==> config.mk <==
export PLATFORM = sky130hd
export DESIGN_NAME = rtype_ctrl_fsm
export DESIGN_NICKNAME = d
export VERILOG_FILES = /design/src/rtl/rtype_ctrl_fsm.sv
export SDC_FILE = /design/constraint.sdc
export NUM_CORES = 1
export LEC_CHECK = 0
export CAP_MARGIN = 5
export CORE_MARGIN = 2
export CORE_UTILIZATION = 37
export CTS_CLUSTER_SIZE = 25
export DETAILED_ROUTE_END_ITERATION = 8
export PLACE_DENSITY = 0.7
export SYNTH_ARGS = -nofsm -noshare
export SYNTH_HDL_FRONTEND = slang
export SYNTH_SLANG_ARGS = --single-unit
==> constraint.sdc <==
create_clock -name clk -period 3.7 [get_ports clk]
set_clock_uncertainty 0.2 [all_clocks]
set_input_delay 0.555 -clock clk [delete_from_list [all_inputs] [get_ports clk]]
set_output_delay 0.555 -clock clk [all_outputs]
set_load 0.01 [all_outputs]
==> src/rtl/rtype_ctrl_fsm.sv <==
// Multi-cycle R-type control sequencer: IDLE -> DECODE -> EXECUTE -> WRITEBACK, with TRAP for illegal encodings.
// Optional retired-instruction counter enabled by defining RTYPE_CTRL_PERF_CNT_EN.
module rtype_ctrl_fsm #(
    parameter int DATA_WIDTH = 32,
    parameter int CNT_WIDTH  = 32
) (
    input  logic                  clk,
    input  logic                  rst_n,
    input  logic                  instr_valid,
    output logic                  instr_ready,
    input  logic [31:0]           instr,
    output logic [6:0]            alu_control,
    output logic [4:0]            rs1_addr,
    output logic [4:0]            rs2_addr,
    input  logic [DATA_WIDTH-1:0] alu_result,
    output logic [4:0]            wb_addr,
    output logic [DATA_WIDTH-1:0] wb_data,
    output logic                  reg_we,
    output logic                  pc_en,
    output logic                  illegal_instr,
    input  logic                  trap_ack,
    output logic                  busy,
    output logic [CNT_WIDTH-1:0]  retired_count
);

    localparam logic [6:0] OPC_RTYPE = 7'b0110011;

    typedef enum logic [2:0] {
        S_IDLE,
        S_DECODE,
        S_EXECUTE,
        S_WRITEBACK,
        S_TRAP
    } state_t;

    state_t                r_state;
    logic [31:0]           r_instr;
    logic                  r_ready;
    logic                  r_busy;
    logic [6:0]            r_alu_ctrl;
    logic [4:0]            r_rs1;
    logic [4:0]            r_rs2;
    logic [4:0]            r_wb_addr;
    logic [DATA_WIDTH-1:0] r_wb_data;
    logic                  r_reg_we;
    logic                  r_pc_en;
    logic                  r_illegal;

    logic [6:0]            w_alu_code;
    logic                  w_legal;

    // Code 0 doubles as the "illegal" marker, so legality falls out of the decode.
    always_comb begin
        w_alu_code = 7'd0;
        if (r_instr[6:0] == OPC_RTYPE) begin
            case ({r_instr[31:25], r_instr[14:12]})
                {7'b0000000, 3'b000}: w_alu_code = 7'd1;
                {7'b0100000, 3'b000}: w_alu_code = 7'd2;
                {7'b0000000, 3'b001}: w_alu_code = 7'd3;
                {7'b0000000, 3'b010}: w_alu_code = 7'd4;
                {7'b0000000, 3'b011}: w_alu_code = 7'd5;
                {7'b0000000, 3'b100}: w_alu_code = 7'd6;
                {7'b0000000, 3'b101}: w_alu_code = 7'd7;
                {7'b0100000, 3'b101}: w_alu_code = 7'd8;
                {7'b0000000, 3'b110}: w_alu_code = 7'd9;
                {7'b0000000, 3'b111}: w_alu_code = 7'd10;
                default:              w_alu_code = 7'd0;
            endcase
        end
    end
    assign w_legal = (w_alu_code != 7'd0);

    always_ff @(posedge clk or negedge rst_n) begin
        if (!rst_n) begin
            r_state    <= S_IDLE;
            r_instr    <= '0;
            r_ready    <= 1'b1;
            r_busy     <= 1'b0;
            r_alu_ctrl <= '0;
            r_rs1      <= '0;
            r_rs2      <= '0;
            r_wb_addr  <= '0;
            r_wb_data  <= '0;
            r_reg_we   <= 1'b0;
            r_pc_en    <= 1'b0;
            r_illegal  <= 1'b0;
        end else begin
            // NOTE: pulses default low here and are raised only on entry to WRITEBACK.
            r_reg_we <= 1'b0;
            r_pc_en  <= 1'b0;
            case (r_state)
                S_IDLE: begin
                    if (instr_valid && r_ready) begin
                        r_instr <= instr;
                        r_ready <= 1'b0;
                        r_busy  <= 1'b1;
                        r_state <= S_DECODE;
                    end
                end
                S_DECODE: begin
                    r_rs1      <= r_instr[19:15];
                    r_rs2      <= r_instr[24:20];
                    r_wb_addr  <= r_instr[11:7];
                    r_alu_ctrl <= w_alu_code;
                    if (w_legal) begin
                        r_state <= S_EXECUTE;
                    end else begin
                        r_illegal <= 1'b1;
                        r_state   <= S_TRAP;
                    end
                end
                S_EXECUTE: begin
                    r_wb_data <= alu_result;
                    r_pc_en   <= 1'b1;
                    r_reg_we  <= (r_wb_addr != 5'd0);
                    r_state   <= S_WRITEBACK;
                end
                S_WRITEBACK: begin
                    r_ready <= 1'b1;
                    r_busy  <= 1'b0;
                    r_state <= S_IDLE;
                end
                S_TRAP: begin
                    if (trap_ack) begin
                        r_illegal <= 1'b0;
                        r_ready   <= 1'b1;
                        r_busy    <= 1'b0;
                        r_state   <= S_IDLE;
                    end
                end
                default: begin
                    r_ready <= 1'b1;
                    r_busy  <= 1'b0;
                    r_state <= S_IDLE;
                end
            endcase
        end
    end

`ifdef RTYPE_CTRL_PERF_CNT_EN
    logic [CNT_WIDTH-1:0] r_retired;

    always_ff @(posedge clk or negedge rst_n) begin
        if (!rst_n) begin
            r_retired <= '0;
        end else if (r_state == S_WRITEBACK) begin
            r_retired <= r_retired + CNT_WIDTH'(1);
        end
    end
    assign retired_count = r_retired;
`else
    assign retired_count = '0;
`endif

    assign instr_ready   = r_ready;
    assign busy          = r_busy;
    assign alu_control   = r_alu_ctrl;
    assign rs1_addr      = r_rs1;
    assign rs2_addr      = r_rs2;
    assign wb_addr       = r_wb_addr;
    assign wb_data       = r_wb_data;
    assign reg_we        = r_reg_we;
    assign pc_en         = r_pc_en;
    assign illegal_instr = r_illegal;

endmodule
==> summary.md, run 1 <==
| Metric | Value |
|---|---|
| Status | finished clean |
| Vias in the first global route | 2457 |
| GRT overflow | 0 |
| Cell Count, Final, Fillers Out | 534 |
| Worst-Margin Slew | 0.856 ns |
| DRC Markers | 0 |
| Avg Inst Size Synth | 14.4 µm² |
| Hold buffer count at cts | 0 |
| Top sig layer | met4 |
| Setup bufs post-CTS | 0 |
| Area of the multi-input gates | 0.00138 mm² |
| Met2 WL post-DR | 3660 µm |
| Min-Delay Path Class | primary input to async pin |
| Ys async rst share | 100% |
| Synth top cells by count | dfrtp_1 (90), mux2_2 (78), buf_4 (36), nand2_1 (9), buf_6 (6) |
| Post-CTS Resized | 0 |
| Area contributors post-synth | dfrtp_1 (58%), mux2_2 (23%), buf_4 (6.9%) |
| Adder-cell area share of the yosys netlist | 0.257% |
| Final Max Tran Viols | 0 |
| Synth top area share | 57.8% |
| Die width | 107 µm |
| Max incr delay on CP | 0.58 ns |
| Critical path capture point type | output port |
| WL/cell | 14.3 µm |
| GPL Wtd Cong | 0.744 |
| Crit-path leading delay family | flip-flops |
| Clk_lat worst skew | 0.34 ns |
| M1 wire length | 3230 µm |
| Primary FF master, synth | dfrtp_1 |
| TNS Setup | 0 ns |
| Register area | 0.00228 mm² |
| Yosys top cell by area | dfrtp_1 |
| Buf/Inv on CP | 1 |
| Layout filler cell count | 929 |
| Worst EP required | 2.94 ns |
| Leak pwr | 2.49 nW |
| Synth cell types | 37 |
| Number of placed I/O pins | 159 |
| Clock sinks | 91 |
| Simple-gate portion of the synthesized area | 4.85% |
| Total track usage | 13.9% |
| Initial Util | 37.9% |
| Reg clk slew, reported paths | 0.08 ns |
| Largest net degree at the start of global routing | 59 |
| Die Ht | 107 µm |
| Synth warn | 0 |
| Synth Instances | 271 |
| Placed cell count | 520 |
| Sequential area share after synthesis | 58.5% |
| Post-synthesis xor/xnor area fraction | 0.450% |
| Total of max-cap violations | 0 |
| First-pass DRT Iterations | 4 |
| Clk buf depth | 2 |
| Post-synthesis cell area | 0.00389 mm² |
| Power Internal | 0.00132 W |
| VDD IR-drop max | 0.129 mV |
| WP data arrival | 1.46 ns |
| Share of layout cells above drive strength 1 | 24.9% |
| Worst-path cell chain | clkdlybuf4s50_1 |
| I/O Buffers | 123 |
| Switching share of power | 21.7% |
| Fin crit share | 59.9% |
| Post-Route WL | 7630 µm |
| Crit Path Max Fanout | 6 |
| Final Hold Fails | 0 |
| Die area | 0.0114 mm² |
| Initial antenna violation count | 0 |
| Routed Antenna Nets | 0 |
| DRT iter0 DRCs | 58 |
| Peak Freq | 0.451 GHz |
| Logic pwr share | 7.5% |
| Htree depth | 3 |
| # diodes | 0 |
| Area growth from synthesis to layout | 34.4% |
| Compound-cell area share of the yosys netlist | 3.15% |
| Clock root cell | clkbuf_8 |
| CP Class | flip-flop to output port |
| Top-count cell post-synth | dfrtp_1 |
| Fin crit period | 2.22 ns |
| Setup-failing EPs final | 0 |
| Reg power frac | 60.0% |
| TritonCTS clock tree | built |
| Final nets | 463 |
| Net switching power of the design | 0.000365 W |
| Largest family of logic cells by synthesized area | multiplexers |
| Clock power share | 32.5% |
| Slew HR | 42.8% |
| Seq cells post-synth | 91 |
| Via density | 4.56 |
| Core ar. | 0.0103 mm² |
| First-pass GRT wire length | 12300 µm |
| CTS Buf Count | 9 |
| Met3 wire length | 513 µm |
| Row count | 37 |
| RSZ-0062 raised after global routing | false |
| Total number of vias | 2434 |
| Crit start category | flip-flop |
| Power per Cell Area | 321 mW/mm² |
| Critical-path top delay cell | dfstp_2 |
| Dpl hpwl | 5380 µm |
| Number of flops mapped to enable cells by yosys | 0 |
| Post-synthesis mux area share | 23.1% |
## layout by cell type, fill, tap and decap left out, drive strengths merged, types with 2 or more instances in the layout
cell type / count
clkdlybuf4s50: 122
nor2: 3
conb: 35
or3: 2
dfrtp: 90
o31ai: 2
clkbuf: 14
nand2: 9
mux2: 79
inv: 2
o21ai: 6
buf: 5
nand3: 3
nand3b: 2
or4: 2
nor3: 2
a21oi: 5
## power by group through the flow
| stage | sequential (W) | combinational [W] | clock [W] |
|---|---|---|---|
| after floorplan | 0.00103 | 0.0000596 | 0 |
| after global placement | 0.00103 | 0.000125 | 0 |
| after detailed placement | 0.00103 | 0.000127 | 0 |
| after CTS | 0.00101 | 0.000128 | 0.000581 |
| after global routing | 0.00101 | 0.000139 | 0.000620 |
| final | 0.00101 | 0.000125 | 0.000547 |
## cells by family (layout without fill, tap and decap cells)
group	Yosys count	in the layout
DFF	91	91
muxes	80	80
buffers and inverters	50	143
and+or+nand+nor	27	27
AOI/OAI and AO/OA	19	19
xor gates and xnor gates	2	2
adders and majority gates	1	1
other	1	35
## through the flow
step	worst slack [ns]	hold WS [ns]	power, W	instance area, µm²	util (%)
after floorplan	1.83	0.0594	0.00109	4020	-
after global placement	1.27	0.269	0.00115	5090	49.5
after detailed placement	1.25	0.274	0.00116	5090	49.5
after CTS	1.43	0.0954	0.00172	5230	50.9
after global routing	1.25	0.126	0.00177	5230	50.9
final	1.48	0.0753	0.00168	5230	50.9
## registers in the layout, indices dropped and copies added (netlist names), 3 cells and up
register / count
r_state: 3
r_instr: 32
rs1_addr: 5
rs2_addr: 5
wb_addr: 5
wb_data: 32
alu_control: 4
## cell type report
type / count / share of cell area, %
tap: 136 / 3.25
timing repair buffer: 127 / 24.0
sequential: 91 / 43.5
inverter: 2 / 0.143
clock buffer: 14 / 2.73
multi-input combinational: 164 / 26.3
## metal layers
metal | track usage (%) | vias to the layer above
met5 | 0 | -
met4 | 7.70 | 0
met3 | 3.71 | 17
met2 | 21.4 | 100
met1 | 17.9 | 1199
li1 | - | 1118
## final timing paths
check | from | to | slack [ns] | cells past startpoint
max | instr_ready$_DFFE_PN1P_ | instr_ready | 1.48 | 1
min | rst_n | wb_data[14]$_DFFE_PN0P_ | 0.08 | 1
max reg2reg | r_state[2]$_DFFE_PN0P_ | r_state[2]$_DFFE_PN0P_ | 1.51 | 4
min reg2reg | illegal_instr$_DFFE_PN0P_ | illegal_instr$_DFFE_PN0P_ | 0.28 | 1
max in group asynchronous | rst_n | instr_ready$_DFFE_PN1P_ | 2.46 | 2
min in group clk | illegal_instr$_DFFE_PN0P_ | illegal_instr$_DFFE_PN0P_ | 0.28 | 1
Power figures use the tool's default switching activity.
==> run 2: changes to the inputs <==
Clock period 3.7 ns to 2.25 ns, I/O delays scaled along.
==> run 2 against run 1 <==
Register-to-register slack worse by 1.3 ns; power up 80%; highest routed layer unchanged; sequential share of layout area down 1.0 points; critical path depth up 3; via count up 1.1%; non-clock buffer count up 3.
==> summary.md, run 2 (same netlist as run 1, synthesis figures left out) <==
| Metric | Value |
|---|---|
| Crit start category | flip-flop (unchanged) |
| Final Hold Fails | 0 (unchanged) |
| First-pass GRT wire length | 12400 µm (was 12300 µm) |
| Setup WS pre-CTS | 0.0828 ns (was 1.25 ns) |
| CTS Buf Count | 9 (unchanged) |
| WP data arrival | 2.05 ns (was 1.46 ns) |
| Setup bufs post-CTS | 0 (unchanged) |
| Setup-failing EPs final | 0 (unchanged) |
| RSZ-0062 raised after global routing | false (unchanged) |
| Die Ht | 107 µm (unchanged) |
| Area growth from synthesis to layout | 37.6% (was 34.4%) |
| TritonCTS clock tree | built (unchanged) |
| Status | finished clean (unchanged) |
| Most common cell after layout, fill and taps aside | clkdlybuf4s50_1 (unchanged) |
| Clk buf depth | 2 (unchanged) |
| Commonest non-fill, non-tap cells in the layout | clkdlybuf4s50_1 (122), dfrtp_1 (90), mux2_2 (78), conb_1 (35) (unchanged) |
| Initial antenna violation count | 0 (unchanged) |
| TNS Setup | 0 ns (unchanged) |
| CP Class | flip-flop to flip-flop (was flip-flop to output port) |
| Total number of vias | 2460 (was 2434) |
| DRC Markers | 0 (unchanged) |
| Post-CTS Resized | 0 (unchanged) |
| Core ar. | 0.0103 mm² (unchanged) |
| DRT iter0 DRCs | 33 (was 58) |
| Max incr delay on CP | 0.55 ns (was 0.58 ns) |
| Die area | 0.0114 mm² (unchanged) |
| Fin crit period | 2.00 ns |
| Min-Delay Path Class | primary input to async pin (unchanged) |
| Hold buffer count at cts | 1 (was 0) |
| First-pass DRT Iterations | 4 (unchanged) |
| VDD IR-drop max | 0.363 mV (was 0.129 mV) |
| Post-Route WL | 7700 µm (was 7630 µm) |
| I/O Buffers | 123 (unchanged) |
| Fin util | 52.2% (was 50.9%) |
| Layout filler cell count | 890 (was 929) |
| Row count | 37 (unchanged) |
| Leak pwr | 2.55 nW (was 2.49 nW) |
| GRT overflow | 0 (unchanged) |
| Clk_lat worst skew | 0.35 ns (was 0.34 ns) |
| Fin crit share | 88.9% |
| Largest net degree at the start of global routing | 40 (was 59) |
| Dpl hpwl | 5580 µm (was 5380 µm) |
| WL/cell | 14.3 µm (about the same) |
| Final Max Tran Viols | 0 (unchanged) |
| Area of the multi-input gates | 0.00138 mm² (unchanged) |
| Power per Cell Area | 565 mW/mm² (was 321 mW/mm²) |
| Clock sinks | 91 (unchanged) |
| Critical path capture point type | flip-flop (was output port) |
| Crit Path Max Fanout | 4 (was 6) |
| # diodes | 0 (unchanged) |
| Buf/Inv on CP | 0 (was 1) |
| Crit-path leading delay family | simple AND/OR/NAND/NOR gates (was flip-flops) |
| Htree depth | 3 (unchanged) |
| Peak Freq | 0.500 GHz |
| Clock root cell | clkbuf_8 (unchanged) |
| GPL Wtd Cong | 0.770 (was 0.744) |
| Worst setup margin | 0.249 ns (was 1.48 ns) |
| Via density | 4.57 (was 4.56) |
| Register area | 0.00228 mm² (unchanged) |
| Critical-path top delay cell | or4_4 (was dfstp_2) |
| Final nets | 466 (was 463) |
| Die width | 107 µm (unchanged) |
| Number of placed I/O pins | 159 (unchanged) |
| Total of max-cap violations | 0 (unchanged) |
| Worst-path cell chain | or4_4, nor4_4, nand3_2, o31ai_1 (was clkdlybuf4s50_1) |
| Vias in the first global route | 2544 (was 2457) |
| Initial Util | 37.9% (unchanged) |
| Reg clk slew, reported paths | 0.09 ns (was 0.08 ns) |
| Routed Antenna Nets | 0 (unchanged) |
| Share of layout cells above drive strength 1 | 26.1% (was 24.9%) |
| Worst EP required | 2.30 ns (was 2.94 ns) |
| Total track usage | 14.0% (was 13.9%) |
==> run 2: changes by cell type in the layout (fill, tap and decap cells not counted), sizes merged <==
cell | before | now
clkinvlp | 0 | 1
clkbuf | 14 | 11
buf | 5 | 7
dlygate4sd3 | 0 | 1
bufinv | 0 | 2
clkinv | 0 | 1
==> run 2: worst register-to-register path, cell delays in order, from the launching register on <==
cell,delay [ns]
dfrtp_1,0.39
or4_4,0.55
nor4_4,0.36
nand3_2,0.16
o31ai_1,0.25
==> run 2: path summary, 6_finish.rpt <==
| path | end | slack [ns] | start | cells past startpoint |
|---|---|---|---|---|
| setup reg to reg | alu_control[0]$_DFFE_PN0P_ | 0.25 | r_instr[27]$_DFFE_PN0P_ | 4 |
| hold reg to reg | alu_control[3]$_DFFE_PN0P_ | 0.30 | alu_control[3]$_DFFE_PN0P_ | 2 |
| setup / recovery | alu_control[0]$_DFFE_PN0P_ | 0.25 | r_instr[27]$_DFFE_PN0P_ | 4 |
| hold / removal | wb_data[17]$_DFFE_PN0P_ | 0.27 | rst_n | 2 |
| max in group asynchronous | r_instr[11]$_DFFE_PN0P_ | 0.92 | rst_n | 3 |
| min in group clk | alu_control[3]$_DFFE_PN0P_ | 0.30 | alu_control[3]$_DFFE_PN0P_ | 2 |
==> run 2: per-layer routing <==
layer / GRT usage [%] / up-vias / wire length, µm
li1: - / 1120 / -
met1: 16.9 / 1239 / 3080
met2: 23.6 / 90 / 3970
met3: 4.44 / 11 / 520
met4: 4.82 / 0 / 123
met5: 0 / - / 0
==> run 2: through the flow <==
step | power, W | area (µm²) | hold WS (ns) | cells
CTS | 0.00309 | 5360 | 0.262 | 538
finish | 0.00303 | 5360 | 0.271 | 538
global route | 0.00318 | 5360 | 0.299 | 538
detailed placement | 0.00190 | 5140 | 0.108 | 522
global placement | 0.00190 | 5140 | 0.101 | 522
floorplan | 0.00179 | 4020 | -0.158 | 305
==> run 2: cell type report <==
type,count,share of cell area [%]
clock buffer,11,2.45
clock inverter,4,1.42
inverter,2,0.140
multi-input combinational,164,25.7
sequential,91,42.5
tap,136,3.17
timing repair buffer,130,24.6
==> run 2: report_power, final <==
group	internal [W]	switching, W	total, W
sequential	0.00165	0.00000975	0.00166
clock	0.000623	0.000540	0.00116
combinational	0.000126	0.0000846	0.000211
total	0.00240	0.000634	0.00303
==> run 3: changes to the inputs <==
Settings changed: CORE_MARGIN 2 to 1.5.
==> run 3 against run 2 <==
Flip-flop and latch count unchanged; setup slack improved by 0.0047 ns; non-clock buffer count unchanged; register-to-register slack gained 0.02 ns; largest cell class unchanged; largest power group unchanged.
==> summary.md, run 3 (same netlist as run 1, synthesis figures left out) <==
| Metric | Value |
|---|---|
| Cell Count, Final, Fillers Out | 538 (unchanged) |
| Total track usage | 14.0% (about the same) |
| Min-Delay Path Class | primary input to async pin (unchanged) |
| Number of placed I/O pins | 159 (unchanged) |
| Buf/Inv on CP | 1 (was 0) |
| WL/cell | 13.9 µm (was 14.3 µm) |
| Total of max-cap violations | 0 (unchanged) |
| Area of the multi-input gates | 0.00138 mm² (unchanged) |
| First-pass DRT Iterations | 4 (unchanged) |
| Crit Path Max Fanout | 6 (was 4) |
| Worst EP required | 1.71 ns (was 2.30 ns) |
| Placed cell count | 522 (unchanged) |
| GRT met1 Usage | 17.3% (was 16.9%) |
| Setup WS pre-CTS | 0.0829 ns (was 0.0828 ns) |
| Critical R2R Launch | r_instr[27]$_DFFE_PN0P_ (unchanged) |
| GRT overflow | 0 (unchanged) |
| VDD IR-drop max | 0.339 mV (was 0.363 mV) |
| Clock sinks | 91 (unchanged) |
| Power per Cell Area | 590 mW/mm² (was 565 mW/mm²) |
| Final nets | 466 (unchanged) |
| Max incr delay on CP | 0.58 ns (was 0.55 ns) |
| Clk_lat worst skew | 0.34 ns (was 0.35 ns) |
| Die Ht | 106 µm (was 107 µm) |
| Die area | 0.0112 mm² (was 0.0114 mm²) |
| Leak pwr | 2.57 nW (was 2.55 nW) |
| Commonest non-fill, non-tap cells in the layout | clkdlybuf4s50_1 (122), dfrtp_1 (90), mux2_2 (78), conb_1 (35), clkbuf_8 (10) (was clkdlybuf4s50_1 (122), dfrtp_1 (90), mux2_2 (78), conb_1 (35)) |
| Dpl hpwl | 5380 µm (was 5580 µm) |
| I/O Buffers | 123 (unchanged) |
| DRT iter0 DRCs | 51 (was 33) |
| Post-route design area | 0.00539 mm² (was 0.00536 mm²) |
| Worst-path cell chain | clkdlybuf4s50_1 (was or4_4, nor4_4, nand3_2, o31ai_1) |
| Register area | 0.00228 mm² (unchanged) |
| # diodes | 0 (unchanged) |
| Htree depth | 3 (unchanged) |
| Critical path capture point type | output port (was flip-flop) |
| Initial Util | 37.9% (unchanged) |
| DP Area | 0.00514 mm² (unchanged) |
| Largest net degree at the start of global routing | 44 (was 40) |
| CTS Buf Count | 9 (unchanged) |
| Crit-path leading delay family | flip-flops (was simple AND/OR/NAND/NOR gates) |
| Critical-path top delay cell | dfstp_2 (was or4_4) |
| Reg clk slew, reported paths | 0.09 ns (about the same) |
| GRT Max-Usage Layer | met2 (unchanged) |
| Fin crit period | 2.00 ns (about the same) |
| Crit start category | flip-flop (unchanged) |
| Row count | 37 (unchanged) |
| TritonCTS clock tree | built (unchanged) |
| Peak Freq | 0.501 GHz (was 0.500 GHz) |
| CP Class | flip-flop to output port (was flip-flop to flip-flop) |
| RSZ-0062 raised after global routing | false (unchanged) |
| Setup bufs post-CTS | 0 (unchanged) |
| Initial antenna violation count | 0 (unchanged) |
| Fin crit share | 88.7% (was 88.9%) |
| Via density | 4.53 (was 4.57) |
| GR met3 Demand/Resource | 4.14% (was 4.44%) |
| Area growth from synthesis to layout | 38.5% (was 37.6%) |
| Clk buf depth | 2 (unchanged) |
| Worst setup margin | 0.254 ns (was 0.249 ns) |
| Share of layout cells above drive strength 1 | 26.4% (was 26.1%) |
| Total number of vias | 2435 (was 2460) |
| Global routing met2 resource utilization | 23.0% (was 23.6%) |
| WP data arrival | 1.46 ns (was 2.05 ns) |
| Core ar. | 0.0103 mm² (unchanged) |
| Most common cell after layout, fill and taps aside | clkdlybuf4s50_1 (unchanged) |
| First-pass GRT wire length | 12200 µm (was 12400 µm) |
| DRC Markers | 0 (unchanged) |
| Routed Antenna Nets | 0 (unchanged) |
| Final Max Tran Viols | 0 (unchanged) |
| Vias in the first global route | 2472 (was 2544) |
| Reg2Reg Capture Point | alu_control[2]$_DFFE_PN0P_ (was alu_control[0]$_DFFE_PN0P_) |
| Worst reg-to-reg path cell count | 4 (unchanged) |
| Die width | 106 µm (was 107 µm) |
| Clock root cell | clkbuf_8 (unchanged) |
| GPL Wtd Cong | 0.733 (was 0.770) |
| TNS Setup | 0 ns (unchanged) |
| Layout filler cell count | 922 (was 890) |
| Post-Route WL | 7450 µm (was 7700 µm) |
| Final Hold Fails | 0 (unchanged) |
| Status | finished clean (unchanged) |
| Setup-failing EPs final | 0 (unchanged) |
| R2R Setup Slk | 0.27 ns (was 0.25 ns) |
==> run 3: final cells by class <==
class | instances | area share (%)
Multi-Input combinational cell | 164 | 25.5
Timing Repair Buffer | 130 | 24.5
Clock buffer | 11 | 2.62
Clock inverter | 4 | 1.83
Inverter | 2 | 0.139
Tap cell | 136 | 3.15
Sequential cell | 91 | 42.2
==> run 3: timing repair <==
action,in CTS,in global routing
gates resized for setup,0,0
hold buffers,1,0
endpoints found under the hold margin,26,0
==> run 3: power breakdown <==
group          internal [W]  switching, W  leakage (nW)
registers           0.00165    0.00000979          1.26
logic              0.000126     0.0000838          1.19
clock network      0.000765      0.000549         0.120
==> run 3: worst max-delay path by stage <==
stage	from	to	slack (ns)	depth (start not counted)
final	instr_ready$_DFFE_PN1P_	instr_ready	0.25	1
after global routing	r_instr[27]$_DFFE_PN0P_	alu_control[0]$_DFFE_PN0P_	0.14	4
after CTS	instr_ready$_DFFE_PN1P_	instr_ready	0.23	1
after detailed placement	instr_valid	r_instr[1]$_DFFE_PN0P_	0.08	5
after global placement	instr_valid	r_instr[1]$_DFFE_PN0P_	0.10	5
after floorplan	instr_ready$_DFFE_PN1P_	r_instr[1]$_DFFE_PN0P_	0.38	5
==> run 3: per-stage QoR <==
| stage | power [W] | hold WS [ns] | util (%) |
|---|---|---|---|
| after detailed placement | 0.00190 | 0.0796 | 50.0 |
| after global routing | 0.00332 | 0.256 | 52.5 |
| after CTS | 0.00324 | 0.232 | 52.5 |
| after floorplan | 0.00179 | -0.158 | - |
| after global placement | 0.00190 | 0.0835 | 50.0 |
| final | 0.00318 | 0.244 | 52.5 |
==> run 3: layer usage <==
metal / vias up / part of all wire, %
met5: - / 0
met4: 0 / 1.9
met3: 12 / 6.9
met2: 95 / 50
met1: 1203 / 41
li1: 1125 / -
